File: src/rtl/ysyx22041405_lsu_ctrl.sv
// Load/store stage: one instruction at a time from EX, optional bus access, packet to WBU.
// Define YSYX22041405_LSU_MISALIGN_CHK_EN to trap misaligned half/word accesses.
module ysyx22041405_lsu_ctrl #(
    parameter int WIDTH = 32
) (
    input  logic             clk,
    input  logic             rst_n,
    input  logic             in_valid,
    output logic             in_ready,
    input  logic [31:0]      in_pc,
    input  logic [31:0]      in_inst,
    input  logic [WIDTH-1:0] in_alu_res,
    input  logic [WIDTH-1:0] in_st_data,
    input  logic [4:0]       in_rf_waddr,
    input  logic             in_rf_we,
    input  logic             in_mem_ren,
    input  logic             in_mem_wen,
    input  logic [1:0]       in_size,
    input  logic             in_unsigned,
    input  logic             in_ebreak,
    input  logic             in_inst_valid,
    output logic             mem_req_valid,
    input  logic             mem_req_ready,
    output logic [WIDTH-1:0] mem_req_addr,
    output logic             mem_req_wen,
    output logic [WIDTH-1:0] mem_req_wdata,
    output logic [3:0]       mem_req_wstrb,
    input  logic             mem_rsp_valid,
    input  logic [WIDTH-1:0] mem_rsp_rdata,
    output logic             out_valid,
    input  logic             out_ready,
    output logic [31:0]      out_pc,
    output logic [31:0]      out_inst,
    output logic [4:0]       out_rf_waddr,
    output logic [WIDTH-1:0] out_rf_wdata,
    output logic [WIDTH-1:0] out_dm_rdata,
    output logic             out_rf_we,
    output logic             out_ebreak,
    output logic             out_inst_valid
);
    typedef enum logic [1:0] {IDLE, REQ, WAIT, OUT} state_t;

    state_t           state;
    logic [1:0]       off_q;
    logic [1:0]       size_q;
    logic             uns_q;
    logic             ren_q;
    logic             is_mem;
    logic             misalign;
    logic [3:0]       wstrb_d;
    logic [WIDTH-1:0] wdata_d;
    logic [7:0]       ld_b;
    logic [15:0]      ld_h;
    logic [WIDTH-1:0] ld_ext;

    assign is_mem = in_mem_ren | in_mem_wen;

`ifdef YSYX22041405_LSU_MISALIGN_CHK_EN
    assign misalign = (in_size == 2'd1 && in_alu_res[0])
                    || (in_size[1] && in_alu_res[1:0] != 2'b00);
`else
    assign misalign = 1'b0;
`endif

    always_comb begin
        wstrb_d = 4'b1111;
        wdata_d = in_st_data;
        unique case (in_size)
            2'd0: begin
                wstrb_d = 4'b0001 << in_alu_res[1:0];
                wdata_d = {4{in_st_data[7:0]}};
            end
            2'd1: begin
                wstrb_d = 4'b0011 << {in_alu_res[1], 1'b0};
                wdata_d = {2{in_st_data[15:0]}};
            end
            default: ;
        endcase
    end

    // Lane select uses the truncated address captured at accept time.
    assign ld_b = mem_rsp_rdata[{off_q, 3'b000} +: 8];
    assign ld_h = mem_rsp_rdata[{off_q[1], 4'b0000} +: 16];

    always_comb begin
        ld_ext = mem_rsp_rdata;
        unique case (size_q)
            2'd0: ld_ext = {{24{~uns_q & ld_b[7]}}, ld_b};
            2'd1: ld_ext = {{16{~uns_q & ld_h[15]}}, ld_h};
            default: ;
        endcase
    end

    always_ff @(posedge clk) begin
        if (!rst_n) begin
            state          <= IDLE;
            in_ready       <= 1'b1;
            off_q          <= '0;
            size_q         <= '0;
            uns_q          <= 1'b0;
            ren_q          <= 1'b0;
            mem_req_valid  <= 1'b0;
            mem_req_addr   <= '0;
            mem_req_wen    <= 1'b0;
            mem_req_wdata  <= '0;
            mem_req_wstrb  <= '0;
            out_valid      <= 1'b0;
            out_pc         <= '0;
            out_inst       <= '0;
            out_rf_waddr   <= '0;
            out_rf_wdata   <= '0;
            out_dm_rdata   <= '0;
            out_rf_we      <= 1'b0;
            out_ebreak     <= 1'b0;
            out_inst_valid <= 1'b0;
        end else begin
            unique case (state)
                IDLE: if (in_valid) begin
                    in_ready       <= 1'b0;
                    off_q          <= in_alu_res[1:0];
                    size_q         <= in_size;
                    uns_q          <= in_unsigned;
                    ren_q          <= in_mem_ren;
                    mem_req_addr   <= {in_alu_res[WIDTH-1:2], 2'b00};
                    mem_req_wen    <= in_mem_wen;
                    mem_req_wdata  <= wdata_d;
                    mem_req_wstrb  <= in_mem_wen ? wstrb_d : 4'b0000;
                    out_pc         <= in_pc;
                    out_inst       <= in_inst;
                    out_rf_waddr   <= in_rf_waddr;
                    out_rf_wdata   <= in_alu_res;
                    out_dm_rdata   <= '0;
                    out_ebreak     <= in_ebreak;
                    if (is_mem && misalign) begin
                        out_rf_we      <= 1'b0;
                        out_inst_valid <= 1'b0;
                        out_valid      <= 1'b1;
                        state          <= OUT;
                    end else begin
                        out_rf_we      <= in_rf_we & ~in_mem_wen;
                        out_inst_valid <= in_inst_valid;
                        mem_req_valid  <= is_mem;
                        out_valid      <= ~is_mem;
                        state          <= is_mem ? REQ : OUT;
                    end
                end
                REQ: if (mem_req_ready) begin
                    mem_req_valid <= 1'b0;
                    state         <= WAIT;
                end
                WAIT: if (mem_rsp_valid) begin
                    if (ren_q) begin
                        out_rf_wdata <= ld_ext;
                        out_dm_rdata <= mem_rsp_rdata;
                    end
                    out_valid <= 1'b1;
                    state     <= OUT;
                end
                OUT: if (out_ready) begin
                    out_valid <= 1'b0;
                    in_ready  <= 1'b1;
                    state     <= IDLE;
                end
                default: state <= IDLE;
            endcase
        end
    end
endmodule

File: config.mk
export PLATFORM = sky130hd
export DESIGN_NAME = ysyx22041405_lsu_ctrl
export DESIGN_NICKNAME = d
export VERILOG_FILES = /design/src/rtl/ysyx22041405_lsu_ctrl.sv
export SDC_FILE = /design/constraint.sdc
export NUM_CORES = 1
export LEC_CHECK = 0
export CAP_MARGIN = 20
export CORE_MARGIN = 2
export CORE_UTILIZATION = 38
export CTS_CLUSTER_DIAMETER = 200
export DETAILED_ROUTE_END_ITERATION = 10
export MAX_ROUTING_LAYER = met4
export PLACE_DENSITY = 0.77
export SYNTH_ARGS = -nofsm -noshare
export SYNTH_HDL_FRONTEND = slang
export SYNTH_SLANG_ARGS = --single-unit
File: constraint.sdc
create_clock -name clk -period 1.9 [get_ports clk]
set_clock_uncertainty 0.15 [all_clocks]
set_input_delay 0.19 -clock clk [delete_from_list [all_inputs] [get_ports clk]]
set_output_delay 0.19 -clock clk [all_outputs]
set_load 0.005 [all_outputs]
==> results of run 1 <==
-- cells in the final DEF (no fill, tap or decap), drive strengths merged, types with 2 or more instances in the layout --
cell / Yosys / layout
nand3: 35 / 35
o221ai: 8 / 8
or3: 7 / 7
a2bb2oi: 2 / 2
clkbuf: 63 / 39
inv: 6 / 6
mux2: 7 / 7
bufinv: 0 / 4
a221oi: 9 / 9
nand2: 308 / 308
nor4: 2 / 2
o21ai: 49 / 49
clkinv: 0 / 3
nand3b: 2 / 2
nor3b: 8 / 8
ha: 4 / 4
or2: 2 / 2
a22oi: 23 / 23
a311oi: 8 / 8
a211oi: 14 / 14
conb: 1 / 2
a21oi: 193 / 193
nor2: 36 / 36
o2111ai: 6 / 6
nor2b: 6 / 6
buf: 32 / 89
dfxtp: 214 / 214
mux2i: 21 / 21
nand2b: 4 / 4
clkdlybuf4s50: 0 / 384
-- critical path: stages (launching register included) --
cell and delay, ns:
dfxtp_4 0.39, inv_4 0.05, ha_4 0.16, mux2i_4 0.19, buf_6 0.14, or3_4 0.37, o31ai_4 0.10, clkbuf_16 0.23
a21oi_4 0.05
-- final timing paths --
kind,from,end,slack [ns]
max,state[1],out_rf_wdata[25],-0.05
min,in_pc[12],out_pc[12],0.08
max reg2reg,state[1],out_rf_wdata[25],-0.05
min reg2reg,mem_req_addr[3],mem_req_addr[3],0.30
-- power by group through the flow --
| stage | logic, mW | registers (mW) | clock network (mW) |
|---|---|---|---|
| 2_1_floorplan | 3.15 | 6.03 | 0 |
| 3_3_place_gp | 6.96 | 5.99 | 0 |
| 3_5_place_dp | 7.08 | 6.01 | 0 |
| 4_1_cts | 7.35 | 5.94 | 5.08 |
| 5_1_grt | 8.51 | 6.07 | 5.26 |
| 6_report | 7.95 | 5.96 | 5.03 |
-- cells by family after synthesis --
logic type,Yosys count,synth area share (%)
AND/OR/NAND/NOR,414,19.6
adder cells (fa/ha/maj),4,0.579
buffers and inverters,101,5.09
multiplexers,28,3.34
other,1,0.0434
flip-flops,214,49.5
AO/OA/AOI/OAI,320,21.7
-- registers in the layout, summed over array words and instances (netlist names) --
| register | count |
|---|---|
| out_pc | 32 |
| out_rf_waddr | 5 |
| state | 2 |
| uns_q | 1 |
| out_inst | 32 |
| out_inst_valid | 1 |
| mem_req_addr | 30 |
| in_ready | 1 |
| size_q | 2 |
| ren_q | 1 |
| out_ebreak | 1 |
| mem_req_wdata | 32 |
| out_valid | 1 |
| out_rf_wdata | 32 |
| mem_req_valid | 1 |
| mem_req_wstrb | 4 |
| out_rf_we | 1 |
| out_dm_rdata | 32 |
| mem_req_wen | 1 |
| off_q | 2 |
-- final cells by class --
| type | count | area, sq um |
|---|---|---|
| repair buffers | 477 | 4860 |
| well taps | 285 | 357 |
| clock buffers | 35 | 713 |
| clock inverters | 8 | 146 |
| multi-input cells | 768 | 4110 |
| inverters | 6 | 32.5 |
| flip-flops and latches | 214 | 4290 |
| fillers | 1865 | 7990 |
-- repair_timing --
item | in CTS | in global routing
setup buffers | 0 | 3
pin swaps | 3 | 12
resized for setup | 13 | 44
endpoints found under the setup margin | 56 | 68
cloned | 1 | 4
-- synthesized netlist by cell type, drive strengths merged (2+ instances only) --
| master | instances |
|---|---|
| nand3b | 2 |
| nor4 | 2 |
| ha | 4 |
| a221oi | 9 |
| nand2b | 4 |
| o21ai | 49 |
| mux2i | 21 |
| or2 | 2 |
| a2bb2oi | 2 |
| buf | 32 |
| a21oi | 193 |
| a211oi | 14 |
| nor2 | 36 |
| o221ai | 8 |
| nor2b | 6 |
| a22oi | 23 |
| nand3 | 35 |
| dfxtp | 214 |
| o2111ai | 6 |
| inv | 6 |
| a311oi | 8 |
| nand2 | 308 |
| nor3b | 8 |
| or3 | 7 |
| mux2 | 7 |
| clkbuf | 63 |
-- stage by stage --
| stage | utilization (%) | TNS [ns] |
|---|---|---|
| global route | 64.5 | -1.62 |
| CTS | 63.3 | -0.487 |
| global placement | 59.2 | -18.16 |
| detailed placement | 59.2 | -21.29 |
| floorplan | - | 0 |
| finish | 64.5 | -0.325 |
-- routing by layer --
metal / up-vias / share of wire, %
li1: 4533 / -
met1: 4530 / 39
met2: 442 / 48
met3: 77 / 7.9
met4: 0 / 4.4
met5: - / 0
==> impl_metrics.yaml, run 1 <==
synthesis:
  netlist_area_sq_um: 8650
  synth_edf_count: 0
  yosys_warnings: 0
  synth.distinct_cells: 46
  synth_seq_cells: 214
  ys_seq_area_share_pct: 49.5
  synth.top_cell.area_share_pct: 49.5
  ys_async_sr_fraction_pct: 0
  synth_area_per_cell_sq_um: 7.99
  synth_area_leaders: "dfxtp_1 50%, nand2_1 13%, a21oi_1 11%"
  synthCells: 1082
  synth_ff_type: "dfxtp_1"
  yosys.area.top_type: "dfxtp_1"
final_layout:
  antenna_cells: 0
  area_growth_pct: 67.8
  final_nets: 1674
  finish.instance_area_sq_um: 14500
  drive_above_1_share_pct: 11.9
  stdcell_count: 1793
global_route:
  use_met3_pct: 5.93
  use_met2_pct: 46.4
  grt.total_usage_pct: 27.3
  grt_pass1_vias: 9286
  grt_util_met1_pct: 31.4
  overflow: 0
  gr-max-usage-layer: "met2"
  grt_start_max_net_pins: 56
  grt_pass1_wl_mm: 50.7
  antenna_found_initial: 0
place:
  place_congestion: 0.935
  placed_area_sq_um: 13300
  hpwl_mm: 24.3
  portBuffers: 384
  post-place-ws_ns: -0.349
  place_inst: 1742
route:
  wirelength_mm: 34.0
  via_per_inst: 5.34
  drc_errors: 0
  drtPass1Iterations: 5
  ant_nets: 0
  vias: 9582
  drtIter0Drc: 710
  wl_per_cell_um: 18.9
clock_tree:
  clock-root-buffer: "clkbuf_16"
  h-tree-depth: 1
  cts-buffers-inserted: 24
  clockBufferDepth: 3
  cts_hold_buf: 0
  cts_tree: "done"
  clk_latency_ns: 0.52
  cts_sinks: 214
  clk_pin_slew_ns: 0.06
floorplanning:
  die_y_um: 155
  die_area_sq_um: 24000
  core_sq_um: 22500
  num_io_pins: 387
  fp.dieW_um: 155
  rows: 55
  initial_core_util_pct: 38.4
power_and_ir_drop:
  intPower_mw: 12.7
  leakagePower_nw: 5.28
  seqPwrFrac_pct: 31.5
  pwr-share-clk_pct: 26.5
  irDropWorstVdd_v: 0.000834
  finalPower_mw: 18.9
  switchingPower_mw: 6.28
  netSwitchingFraction_pct: 33.2
  comb_power_share_pct: 42.0
  power_density_nw_per_um2: 1310
worst_hold_path:
  whs_path_depth: 3
  hp-class: "input pin to register"
timing:
  slew_headroom_pct: 64.4
  grt_setup_unrepaired: "yes"
  setup_viol: 11
  finalWorstSetupSlack_ns: -0.0515
  fmax_ghz: 0.512
  post-route-period-util_pct: 103
  worst_slew_pin_slew_ns: 0.527
  hold_ws_ns: 0.0758
  min_period_ns: 1.95
  finalHoldViolCount: 0
  slew_viol_final: 0
setup_path:
  start_kind: "register"
  worst-setup-path-type: "register to register"
  cp_data_arrival_time_ns: 2.19
  reg2reg_depth: 8
  cp-end-kind: "register"
  crit_path_max_fanout: 7
  required_ns: 2.14
status:
  violations: "setup timing"
  outcome: "finished with violations"
run:
  maxCapViolations: 0
Note: power is estimated with default switching activity, not from simulation.
==> run 2, diff against run 1 <==
--- a/config.mk
+++ b/config.mk
@@ -9,6 +9,7 @@
 export CORE_MARGIN = 2
 export CORE_UTILIZATION = 38
 export CTS_CLUSTER_DIAMETER = 200
+export CTS_CLUSTER_SIZE = 12
 export DETAILED_ROUTE_END_ITERATION = 10
 export MAX_ROUTING_LAYER = met4
 export PLACE_DENSITY = 0.77
==> run 2 against run 1 <==
The run still ends with setup timing left. Routed wire length fell by 0.49%. Power fell by 7.3%. Critical path depth did not move. Final cell count fell by 1.1%. Design area fell by 2.1%. First-iteration DRC count rose by 11%. Flip-flop and latch count did not move. Clock power fell by 27%. Combinational power barely moved. Core utilization fell by 1.4 points. Non-clock buffer count did not move. Sequential power barely moved. Largest cell class unchanged. Highest routed layer unchanged.
==> impl_metrics.yaml, run 2 (same netlist as run 1, synthesis figures left out) <==
floorplanning:
  num_io_pins: 387
  fp.dieW_um: 155
  die_area_sq_um: 24000
  initial_core_util_pct: 38.4
  die_y_um: 155
  core_sq_um: 22500
  rows: 55
route:
  via_per_inst: 5.38
  vias: 9542
  drc_errors: 0
  drtIter0Drc: 789
  wl_per_cell_um: 19.1
  ant_nets: 0
  drtPass1Iterations: 6
  wirelength_mm: 33.8
setup_path:
  cp_top_family: "buffers and inverters"
  cpMostUsedCell: "buf_6"
  critPathBufInv: 3
  crit_path_max_incr_delay_ns: 0.38
  start_kind: "register"
  worst-setup-path-type: "register to register"
  cp_data_arrival_time_ns: 2.15
  critPathSlowestCell: "dfxtp_4"
  crit_chain: "inv_4, ha_4, mux2i_4, buf_6, or3_4, o31ai_4, buf_6, a21oi_1"
  cp-end-kind: "register"
  required_ns: 2.13
  crit_path_max_fanout: 8
final_layout:
  antenna_cells: 0
  area_growth_pct: 64.3
  final_nets: 1672
  stdcell_count: 1773
  fill_cells: 1905
  mostFrequentLayoutCells: "384 x clkdlybuf4s50_1, 307 x nand2_1, 212 x dfxtp_1"
  drive_above_1_share_pct: 11.3
  layout_commonest_cell: "clkdlybuf4s50_1"
  final_util_pct: 63.1
status:
  outcome: "finished with violations"
  violations: "setup timing"
clock_tree:
  clk_latency_ns: 0.49
  clk_pin_slew_ns: 0.06
  cts_sinks: 214
  cts-buffers-inserted: 21
  cts_tree: "done"
  clockBufferDepth: 3
  clock-root-buffer: "clkbuf_16"
  h-tree-depth: 1
  cts_hold_buf: 0
timing:
  slew_headroom_pct: 64.1
  min_period_ns: 1.92
  fin_tns_setup_ns: -0.183
  finalHoldViolCount: 0
  finalWorstSetupSlack_ns: -0.0236
  setup_viol: 15
  grt_setup_unrepaired: "yes"
  post-route-period-util_pct: 101
  fmax_ghz: 0.520
  slew_viol_final: 0
  worst_slew_pin_slew_ns: 0.532
  hold_ws_ns: 0.0967
global_route:
  grt_pass1_wl_mm: 50.4
  grt_pass1_vias: 9195
  grt.total_usage_pct: 27.2
  overflow: 0
  antenna_found_initial: 0
  grt_start_max_net_pins: 56
worst_hold_path:
  hp-class: "input pin to register"
place:
  portBuffers: 384
  place_congestion: 0.935
  hpwl_mm: 24.3
  post-place-ws_ns: -0.349
  place_inst: 1742
power_and_ir_drop:
  power_density_nw_per_um2: 1240
  irDropWorstVdd_v: 0.000676
  leakagePower_nw: 5.14
run:
  maxCapViolations: 0
## run 2: area by class of cell
cell class	count	area (sq um)	area share (%)
Multi-Input combinational cell	769	4120	29.0
Clock buffer	22	539	3.80
Inverter	6	30.0	0.211
Sequential cell	214	4290	30.2
Tap cell	285	357	2.51
Timing Repair Buffer	477	4870	34.3
## run 2: worst min-delay path, delay by kind of cell
family                 cells  cell delay [ns]
AOI/OAI and AO/OA          1             0.05
and+or+nand+nor            1             0.05
buffers and inverters      1             0.39
## run 2: layer usage
layer	GRT usage [%]	vias to the layer above	part of all wire, %
li1	-	4513	-
met1	31.2	4481	38
met2	45.1	456	48
met3	7.05	92	9.1
met4	12.2	0	4.8
met5	-	-	0
## run 2: path summary, 6_finish.rpt
| check | start | end | slack [ns] | cells past startpoint |
|---|---|---|---|---|
| setup / recovery | state[1] | out_rf_wdata[29] | -0.02 | 8 |
| hold / removal | in_inst[10] | out_inst[10] | 0.1 | 3 |
| setup reg to reg | state[1] | out_rf_wdata[29] | -0.02 | 8 |
| hold reg to reg | mem_req_addr[3] | mem_req_addr[3] | 0.30 | 2 |
## run 2: stage by stage
| step | power (mW) | cell area (sq um) |
|---|---|---|
| final | 17.6 | 14200 |
| after global routing | 18.5 | 14200 |
| after CTS | 17.1 | 14000 |
| after detailed placement | 13.1 | 13300 |
| after global placement | 12.9 | 13300 |
| after floorplan | 9.17 | 8660 |
## run 2: power breakdown
part,leakage [nW],internal [mW],switching (mW)
clock,0.266,1.99,1.67
sequential,1.75,5.42,0.530
combinational,3.12,4.11,3.86
total,5.14,11.5,6.06
## run 2: repair_timing
action,in CTS,in global routing
setup endpoints to repair,45,61
setup buffers,0,4
pin swaps,3,15
gates cloned,1,6
gates resized for setup,16,42
